**config.mk**
```make
export PLATFORM = sky130hd
export DESIGN_NAME = link_tx_flat
export DESIGN_NICKNAME = d
export VERILOG_FILES = /design/src/rtl/noc_pkg.sv /design/src/rtl/link_tx_if.sv /design/src/rtl/credit_counter.sv /design/src/rtl/link_tx.sv /design/src/flat_wrapper.sv
export SDC_FILE = /design/constraint.sdc
export NUM_CORES = 1
export LEC_CHECK = 0
export ABC_AREA = 1
export CAP_MARGIN = 15
export CORE_MARGIN = 4
export CORE_UTILIZATION = 44
export CTS_CLUSTER_SIZE = 25
export DETAILED_ROUTE_END_ITERATION = 10
export PLACE_DENSITY = 0.8
export SYNTH_ARGS = -nofsm -noshare
export SYNTH_HDL_FRONTEND = slang
export SYNTH_SLANG_ARGS = --single-unit
```
**constraint.sdc**
```tcl
create_clock -name clk -period 3.6 [get_ports clk]
set_clock_uncertainty 0.1 [all_clocks]
set_input_delay 0.9 -clock clk [delete_from_list [all_inputs] [get_ports clk]]
set_output_delay 0.9 -clock clk [all_outputs]
set_load 0.02 [all_outputs]
```
**src/rtl/noc_pkg.sv**
```systemverilog
`default_nettype none
// ============================================================================
// Module      : noc_pkg
// Description : Shared flit-type encodings, widths and transmitter FSM states
//               for the router link transmitter.
// Revision    : 1.0  initial release
// ============================================================================
package noc_pkg;

    localparam int FLIT_W = 17;
    localparam int TYPE_W = 2;

    // Flit type lives in the two most significant bits of every flit.
    typedef enum logic [TYPE_W-1:0] {
        FLIT_SINGLE = 2'b00,   // head and tail in one flit
        FLIT_HEAD   = 2'b01,
        FLIT_BODY   = 2'b10,
        FLIT_TAIL   = 2'b11
    } flit_type_e;

    typedef enum logic [0:0] {
        TX_IDLE = 1'b0,
        TX_PKT  = 1'b1
    } tx_state_e;

endpackage : noc_pkg
`default_nettype wire

```
**src/rtl/link_tx_if.sv**
```systemverilog
`default_nettype none
// ============================================================================
// Module      : link_tx_if
// Description : Bundle of the upstream (local output register) handshake and
//               the downstream link signals of a router output port.
//   up_data_i  : flit presented by the local output register
//   up_valid_i : local register holds a valid flit
//   up_pop_o   : consume the current flit (send strobe)
//   tx_flit_o  : registered flit on the link
//   tx_valid_o : tx_flit_o valid this cycle
//   credit_i   : one pulse per downstream slot freed
//   Modport slave is the transmitter; master is its environment.
// Revision    : 1.0  initial release
// ============================================================================
interface link_tx_if #(
    parameter int DATA_WIDTH = 17
);
    logic [DATA_WIDTH-1:0] up_data_i;
    logic                  up_valid_i;
    logic                  up_pop_o;
    logic [DATA_WIDTH-1:0] tx_flit_o;
    logic                  tx_valid_o;
    logic                  credit_i;

    modport slave (
        input  up_data_i,
        input  up_valid_i,
        input  credit_i,
        output up_pop_o,
        output tx_flit_o,
        output tx_valid_o
    );

    modport master (
        output up_data_i,
        output up_valid_i,
        output credit_i,
        input  up_pop_o,
        input  tx_flit_o,
        input  tx_valid_o
    );
endinterface : link_tx_if
`default_nettype wire

```
**src/rtl/credit_counter.sv**
```systemverilog
`default_nettype none
// ============================================================================
// Module      : credit_counter
// Description : Saturating up/down credit counter. Resets to BUF_DEPTH
//               (all downstream slots free). dec consumes one credit, inc
//               returns one; both together leave the count unchanged.
//               A return while already full saturates and pulses overflow.
//   clk, rst   : clock, synchronous active-high reset
//   dec        : a flit was forwarded this cycle
//   inc        : a downstream slot was freed this cycle
//   count      : current credit count
//   overflow   : single-cycle pulse on an over-return
// Revision    : 1.0  initial release
// ============================================================================
module credit_counter #(
    parameter int BUF_DEPTH = 4,
    parameter int CNT_W     = $clog2(BUF_DEPTH + 1)
) (
    input  wire logic             clk,
    input  wire logic             rst,
    input  wire logic             dec,
    input  wire logic             inc,
    output logic      [CNT_W-1:0] count,
    output logic                  overflow
);

    localparam logic [CNT_W-1:0] MAX_CNT = CNT_W'(BUF_DEPTH);

    logic [CNT_W-1:0] count_q;

    always_ff @(posedge clk) begin
        if (rst) begin
            count_q <= MAX_CNT;
        end else if (dec && !inc) begin
            // Callers only decrement with a nonzero count.
            count_q <= count_q - 1'b1;
        end else if (inc && !dec && (count_q != MAX_CNT)) begin
            count_q <= count_q + 1'b1;
        end
    end

    assign count    = count_q;
    assign overflow = !rst && inc && !dec && (count_q == MAX_CNT);

endmodule : credit_counter
`default_nettype wire

```
**src/rtl/link_tx.sv**
```systemverilog
`default_nettype none
// ============================================================================
// Module      : link_tx
// Description : Output-side transmitter of a router port. Pulls flits from
//               the local output register, enforces head/body/tail framing,
//               tracks downstream credits and registers flits onto the link.
//   clk, rst   : clock, synchronous active-high reset
//   lnk        : upstream handshake + link signals (link_tx_if.slave)
//   credits_o  : current credit count
//   busy_o     : a packet is in progress
//   err_o      : sticky protocol/credit error, cleared only by reset
// Revision    : 1.0  initial release
// ============================================================================
module link_tx
    import noc_pkg::*;
#(
    parameter int DATA_WIDTH = FLIT_W,
    parameter int BUF_DEPTH  = 4,
    parameter int CNT_W      = $clog2(BUF_DEPTH + 1)
) (
    input  wire logic             clk,
    input  wire logic             rst,
    link_tx_if.slave              lnk,
    output logic      [CNT_W-1:0] credits_o,
    output logic                  busy_o,
    output logic                  err_o
);

    tx_state_e             state;
    tx_state_e             state_next;
    flit_type_e            flit_type;
    logic                  can_send;
    logic                  forward;
    logic                  proto_err;
    logic                  overflow;
    logic [CNT_W-1:0]      credits;
    logic [DATA_WIDTH-1:0] tx_flit;
    logic                  tx_valid;
    logic                  err;

    assign flit_type = flit_type_e'(lnk.up_data_i[DATA_WIDTH-1 -: TYPE_W]);

    // Uses the registered count: a credit arriving at zero enables a pop
    // only from the following cycle.
    assign can_send     = lnk.up_valid_i && (credits != '0) && !rst;
    assign lnk.up_pop_o = can_send;

    always_ff @(posedge clk) begin
        if (rst) begin
            state <= TX_IDLE;
        end else begin
            state <= state_next;
        end
    end

    // Popped flits that break framing in IDLE are dropped: popped but not
    // forwarded, so they cost no credit. Out-of-place HEAD/SINGLE in PKT are
    // still forwarded and restart framing.
    always_comb begin
        state_next = state;
        forward    = 1'b0;
        proto_err  = 1'b0;
        if (can_send) begin
            case (state)
                TX_IDLE: begin
                    case (flit_type)
                        FLIT_SINGLE: forward = 1'b1;
                        FLIT_HEAD: begin
                            forward    = 1'b1;
                            state_next = TX_PKT;
                        end
                        default: proto_err = 1'b1;
                    endcase
                end
                TX_PKT: begin
                    forward = 1'b1;
                    case (flit_type)
                        FLIT_BODY:   state_next = TX_PKT;
                        FLIT_TAIL:   state_next = TX_IDLE;
                        FLIT_HEAD: begin
                            proto_err  = 1'b1;
                            state_next = TX_PKT;
                        end
                        default: begin
                            proto_err  = 1'b1;
                            state_next = TX_IDLE;
                        end
                    endcase
                end
                default: state_next = TX_IDLE;
            endcase
        end
    end

    credit_counter #(
        .BUF_DEPTH (BUF_DEPTH),
        .CNT_W     (CNT_W)
    ) u_credit_counter (
        .clk      (clk),
        .rst      (rst),
        .dec      (forward),
        .inc      (lnk.credit_i),
        .count    (credits),
        .overflow (overflow)
    );

    // Link output register; the flit holds its last value when idle.
    always_ff @(posedge clk) begin
        if (rst) begin
            tx_flit  <= '0;
            tx_valid <= 1'b0;
            err      <= 1'b0;
        end else begin
            tx_valid <= forward;
            if (forward) begin
                tx_flit <= lnk.up_data_i;
            end
            if (proto_err || overflow) begin
                err <= 1'b1;
            end
        end
    end

    assign lnk.tx_flit_o  = tx_flit;
    assign lnk.tx_valid_o = tx_valid;
    assign credits_o      = credits;
    assign busy_o         = (state == TX_PKT);
    assign err_o          = err;

endmodule : link_tx
`default_nettype wire

```
**src/flat_wrapper.sv**
```systemverilog
// flat-port wrapper written by rule: the top's interface ports become plain ports
module link_tx_flat import noc_pkg::*;
#(
    parameter int DATA_WIDTH = FLIT_W,
    parameter int BUF_DEPTH  = 4,
    parameter int CNT_W      = $clog2(BUF_DEPTH + 1)
)
  (clk, rst, credits_o, busy_o, err_o, lnk_up_data_i, lnk_up_valid_i, lnk_credit_i, lnk_up_pop_o, lnk_tx_flit_o, lnk_tx_valid_o);
  link_tx_if #(.DATA_WIDTH(DATA_WIDTH)) lnk_i ();
  input  wire logic clk;
  input  wire logic rst;
  output logic      [CNT_W-1:0] credits_o;
  output logic busy_o;
  output logic err_o;
  input wire logic [$bits(lnk_i.up_data_i)-1:0] lnk_up_data_i;
  input wire logic [$bits(lnk_i.up_valid_i)-1:0] lnk_up_valid_i;
  input wire logic [$bits(lnk_i.credit_i)-1:0] lnk_credit_i;
  output wire logic [$bits(lnk_i.up_pop_o)-1:0] lnk_up_pop_o;
  output wire logic [$bits(lnk_i.tx_flit_o)-1:0] lnk_tx_flit_o;
  output wire logic [$bits(lnk_i.tx_valid_o)-1:0] lnk_tx_valid_o;
  assign lnk_i.up_data_i = lnk_up_data_i;
  assign lnk_i.up_valid_i = lnk_up_valid_i;
  assign lnk_i.credit_i = lnk_credit_i;
  assign lnk_up_pop_o = lnk_i.up_pop_o;
  assign lnk_tx_flit_o = lnk_i.tx_flit_o;
  assign lnk_tx_valid_o = lnk_i.tx_valid_o;
  link_tx #(.DATA_WIDTH(DATA_WIDTH), .BUF_DEPTH(BUF_DEPTH), .CNT_W(CNT_W)) u_core (.clk(clk), .rst(rst), .lnk(lnk_i), .credits_o(credits_o), .busy_o(busy_o), .err_o(err_o));
endmodule
```
# ---- Yosys cells after proc, flatten, opt, wreduce, memory -nomap -nowiden
# Index checks and enable logic that the tools add are counted.
dict set report word_totals {
  ff_bits 23
  output_inout_bits 24
  elab_cells 43
}
dict set report classes {
  addsub 2
  n_reduce_logical 18
  bitwise_logic 1
  muxes 12
  eq_ne 5
}
# operator n
set op_table {}
lappend op_table {{$logic_and 1x1->1} 8}
lappend op_table {{$mux 1} 7}
lappend op_table {{$mux 3} 2}
lappend op_table {{$pmux 1 s2} 3}
lappend op_table {{$reduce_or 2->1} 3}
lappend op_table {{$eq 2x2->1 const B} 2}
lappend op_table {{$add 3x1->3 const B} 1}
lappend op_table {{$eq 3x3->1 const B} 1}
lappend op_table {{$logic_not 1->1} 3}
lappend op_table {{$ne 3x3->1 const B} 1}
lappend op_table {{$reduce_bool 3->1} 1}
lappend op_table {{$sub 3x1->3 const B} 1}
lappend op_table {{$eq 2x1->1 const B} 1}
lappend op_table {{$logic_not 2->1} 1}
lappend op_table {{$reduce_bool 2->1} 1}
lappend op_table {{$logic_or 1x1->1} 1}
lappend op_table {{$not 1->1} 1}

# ---- Depth between registers and ports, before layout
# Gate-level depths: netlist of run 1.
dict set report depth {
  ltp_word 10
  ltp_mapped 15
}

# ---- Modules after synthesis
# Synthesis of run 1 repeated with hierarchy kept, for this count alone.
dict set report hier_totals {
  hier_cells 205
  hier_area_um2 1331.3
}
# mod cells_each area_each_um2 n_inst
set by_module_without_submodules {}
lappend by_module_without_submodules {link_tx 174 1118.6 1}
lappend by_module_without_submodules {credit_counter 31 212.7 1}

# ---- Worst setup path after synthesis of run 1
# No wires, ideal clock.
dict set report synth_timing {
  kind {input port to output port}
  start {in rst}
  end {out lnk_up_pop_o}
  path_stages 4
  required_ns 2.600
  slack_ns 1.169
  t_arrival_ns 1.431
  cell_sequence {buf_6 clkinv_4 nand2_1 a21oi_4}
}
dict set report synth_between {
  elab_chain_cells 2
}
# item line_no
set synth_lines {}
lappend synth_lines {{start, declared} flat_wrapper.sv:11} ;# input wire logic rst;
lappend synth_lines {{$logic_not 1->1} link_tx.sv:45} ;# assign can_send = lnk.up_valid_i && (credits != '0) && !rst;
lappend synth_lines {{$logic_and 1x1->1} link_tx.sv:45}
lappend synth_lines {{end, declared} flat_wrapper.sv:18} ;# output wire logic [$bits(lnk_i.up_pop_o)-1:0] lnk_up_pop_o;
# No other way between the ends.

# ---- Worst setup path in the final report of run 1
# Ends and elaborated chain as after synthesis.

==> metrics.csv, run 1 <==
stage,metric,value,unit
logic_synthesis,total of warnings raised by yosys,0,
place,placed insts,207,
pwr,Pint,409,uW
sta,RSZ-0062 raised after global routing,false,
sta,Fmax achieved,0.304,GHz
critical_path,critical path's most frequent cell,clkdlybuf4s50_1,
critical_path,RR Endpoint,u_core.u_credit_counter.count[2],
sta,Worst Tran Pin Value,362,ps
critical_path,"critical path, cell by cell",clkdlybuf4s50_1 -> clkinv_4 -> nand2_1 -> a21oi_4 -> clkdlybuf4s50_1,
pwr,Clock Power Share,19.1,%
routing,Detailed Route WL,2580,um
clocking,Root Driver,clkbuf_4,
pwr,PD cells,408,nW/um^2
hold_path,Hold EP,u_core.lnk.tx_flit_o[5],
sta,period utilization,91.5,%
pwr,switching share of total power,33.9,%
routing,DRT Pass-1 Iters,4,
pwr,NetSw,210,uW
hold_path,hold path depth,2,
place,GP Congestion,0.819,
clocking,H-tree levels,1,
sta,relative slew slack,75.8,%
sta,Final min period,3290,ps
cells_and_area,ANT cells,0,
sta,Slew Limit Fails,0,
logic_synthesis,Synth area leaders,"dfxtp_1 (44%), nand2_1 (17%), a21oi_1 (10%), ha_1 (6.0%), inv_1 (3.2%)",
critical_path,Worst Path Max Fanout,5,
clocking,Post-CTS Hold Buffers,0,
critical_path,Crit. End Element,output pin,
critical_path,RR Startpoint,u_core.u_credit_counter.count[2],
hold_path,HP Class,register to register,
floorplanning,Die Span X,56.7,um
routing,initial drt markers,12,
cells_and_area,Layout area overhead,45.6,%
critical_path,CP max stage delay,620,ps
routing,drt drc,0,
run_status,outcome,"finished, final reports clean",
global_route,grt total ovfl,0,
routing,DR vias/cell,4.91,
pwr,Logic pwr share,33.1,%
logic_synthesis,area share of the largest cell type after synthesis,44.1,%
routing,DR vias,1037,
critical_path,reg2reg setup slack,1640,ps
clocking,"Setup Fix Bufs, Post-CTS",0,
logic_synthesis,Mapped Area,1040,um^2
clocking,clk sink count,23,
critical_path,r2r worst-path depth,13,
sta,final setup fails,0,
floorplanning,Die Ht,56.7,um
floorplanning,DIE AREA,3210,um^2
critical_path,Critical Path AT,2290,ps
routing,DR WL/cell,12.2,um
logic_synthesis,Synth cell types,21,
routing,ANT nets after route,0,
logic_synthesis,Synth Instances,138,
critical_path,slowest stage cell on the critical path,clkdlybuf4s50_1,
critical_path,worst path required time,2600,ps
pwr,sequential fraction of design power,47.8,%
clocking,CTS tree,yes,
clocking,number of CTS-inserted buffers,3,
place,hpwl dp,1940,um
critical_path,Critical Path Start Type,input pin,
global_route,largest net degree at the start of global routing,21,
sta,"Hold Vio Cnt, Final",0,
cells_and_area,share of cells above drive strength 1,7.65,%
pwr,static leakage,0.000628,uW
logic_synthesis,cell taking the most area after synthesis,dfxtp_1,
pwr,peak supply drop,0.243,mV
floorplanning,Core Area,2230,um^2
run,max_cap viols,0,
clocking,Post-CTS Resized,0,
logic_synthesis,syn_nets,164,
floorplanning,Starting Density,46.7,%
logic_synthesis,synthesis-stage register bit count,23,
hold_path,Min-Delay Startpoint,u_core.lnk.tx_flit_o[5],
global_route,initial antenna violation count,0,
place,count of input and output buffers,44,
floorplanning,# IOs,45,
clocking,clock latency on the worst-skew pair,300,ps
global_route,GRT Total Usage,17.1,%
logic_synthesis,"Seq/Total Area, Yosys",44.1,%
global_route,first-pass GRT wire length,4390,um
clocking,maximum buffer depth of the clock tree,2,
logic_synthesis,syn_area_per_cell,7.56,um^2
floorplanning,# rows,17,
clocking,Clock transition at path regs,120,ps
global_route,vias in the first global route,1075,
cells_and_area,fin cells,211,
critical_path,CP Class,input pin to output pin,
cells_and_area,Final #Nets,210,
sta,Fin Setup TNS,0,ps
## placed cells by master, fill, tap and decap left out
| cell type | Yosys | layout |
|---|---|---|
| a21oi_1 | 21 | 21 |
| a21oi_4 | 1 | 1 |
| buf_4 | 0 | 2 |
| clkbuf_4 | 0 | 3 |
| clkdlybuf4s50_1 | 0 | 44 |
| clkinv_2 | 1 | 2 |
| clkinv_4 | 1 | 1 |
| dfxtp_1 | 23 | 23 |
| ha_1 | 5 | 5 |
| inv_1 | 9 | 9 |
| inv_2 | 2 | 2 |
| nand2_1 | 48 | 48 |
| nand2_2 | 1 | 1 |
| nand2_4 | 1 | 1 |
| nand3_1 | 1 | 1 |
| nand3_2 | 1 | 1 |
| nand4_1 | 5 | 5 |
| nor2_1 | 8 | 8 |
| o21ai_0 | 1 | 1 |
| o21ai_1 | 3 | 3 |
| o31ai_1 | 1 | 1 |
## worst max path at each step
stage / from / to / slack, ps / depth (start not counted)
after floorplan: rst / lnk_up_pop_o / 1170 / 4
after global placement: rst / lnk_up_pop_o / 300 / 5
after detailed placement: rst / lnk_up_pop_o / 300 / 5
after CTS: rst / lnk_up_pop_o / 300 / 5
after global routing: rst / lnk_up_pop_o / 240 / 5
final: rst / lnk_up_pop_o / 310 / 5
## metrics by stage
stage	instance area, um^2	util, %	hold slack [ps]	setup WS (ps)	power (uW)
after CTS	1520	68.0	373	298	625
after global routing	1520	68.0	394	236	661
after floorplan	1040	-	440	1170	420
after global placement	1490	66.8	352	299	500
final	1520	68.0	373	307	619
after detailed placement	1490	66.8	354	299	507
## metal layers
layer  part of all wire, %  wire length (um)  global-route usage (%)  up-vias
met4                   1.9                48                    9.15        0
li1                      -                 -                       -      532
met2                    49              1270                    30.4       34
met1                    42              1080                    17.9      465
met3                   7.0               181                    5.06        6
met5                     0                 0                       0        -
## registers in the layout (all words and copies together), names as in the netlist
register                       flops
u_core.err_o                       1
u_core.lnk.tx_valid_o              1
u_core.lnk.tx_flit_o              17
u_core.u_credit_counter.count      3
u_core.busy_o                      1
## area by class of cell
class	count	area, um^2
fill	201	714
multi-input combinational	97	485
sequential	23	460
timing repair buffer	46	455
inverter	13	55.1
tap	28	35.0
clock buffer	3	22.5
clock inverter	1	5.00
## cells by family after synthesis
logic type	share of synthesized area [%]
fa+ha+maj	6.00
buf+inv	9.35
simple gates	26.3
flops	44.1
compound gates	14.3
## worst max-delay path: cells and delay by family
family | cells | cell delay [ps]
and+or+nand+nor | 1 | 90
buffers and inverters | 3 | 1170
AOI/OAI and AO/OA | 1 | 130
## power groups by stage
stage / Clock, uW / Sequential, uW / Combinational, uW
3_3_place_gp: 0 / 300 / 200
5_1_grt: 137 / 300 / 224
2_1_floorplan: 0 / 324 / 96.2
6_report: 118 / 296 / 205
3_5_place_dp: 0 / 301 / 205
4_1_cts: 124 / 296 / 206
## cell usage after synthesis
cell type	count
nand2_1	48
inv_2	2
nand2_2	1
a21oi_1	21
inv_1	9
o31ai_1	1
nor2_1	8
dfxtp_1	23
clkinv_4	1
buf_6	3
buf_2	1
clkbuf_1	1
o21ai_1	3
a21oi_4	1
ha_1	5
nand3_2	1
clkinv_2	1
nand4_1	5
nand3_1	1
o21ai_0	1
nand2_4	1
Note: power is estimated with default switching activity, not from simulation.
==> run 2, diff against run 1 <==
--- a/config.mk
+++ b/config.mk
@@ -12,6 +12,7 @@
 export CTS_CLUSTER_SIZE = 25
 export DETAILED_ROUTE_END_ITERATION = 10
 export PLACE_DENSITY = 0.8
+export SLEW_MARGIN = 10
 export SYNTH_ARGS = -nofsm -noshare
 export SYNTH_HDL_FRONTEND = slang
 export SYNTH_SLANG_ARGS = --single-unit
==> results of run 2 <==
Same layout as run 1: the final DEF is identical, and so are final timing and power.
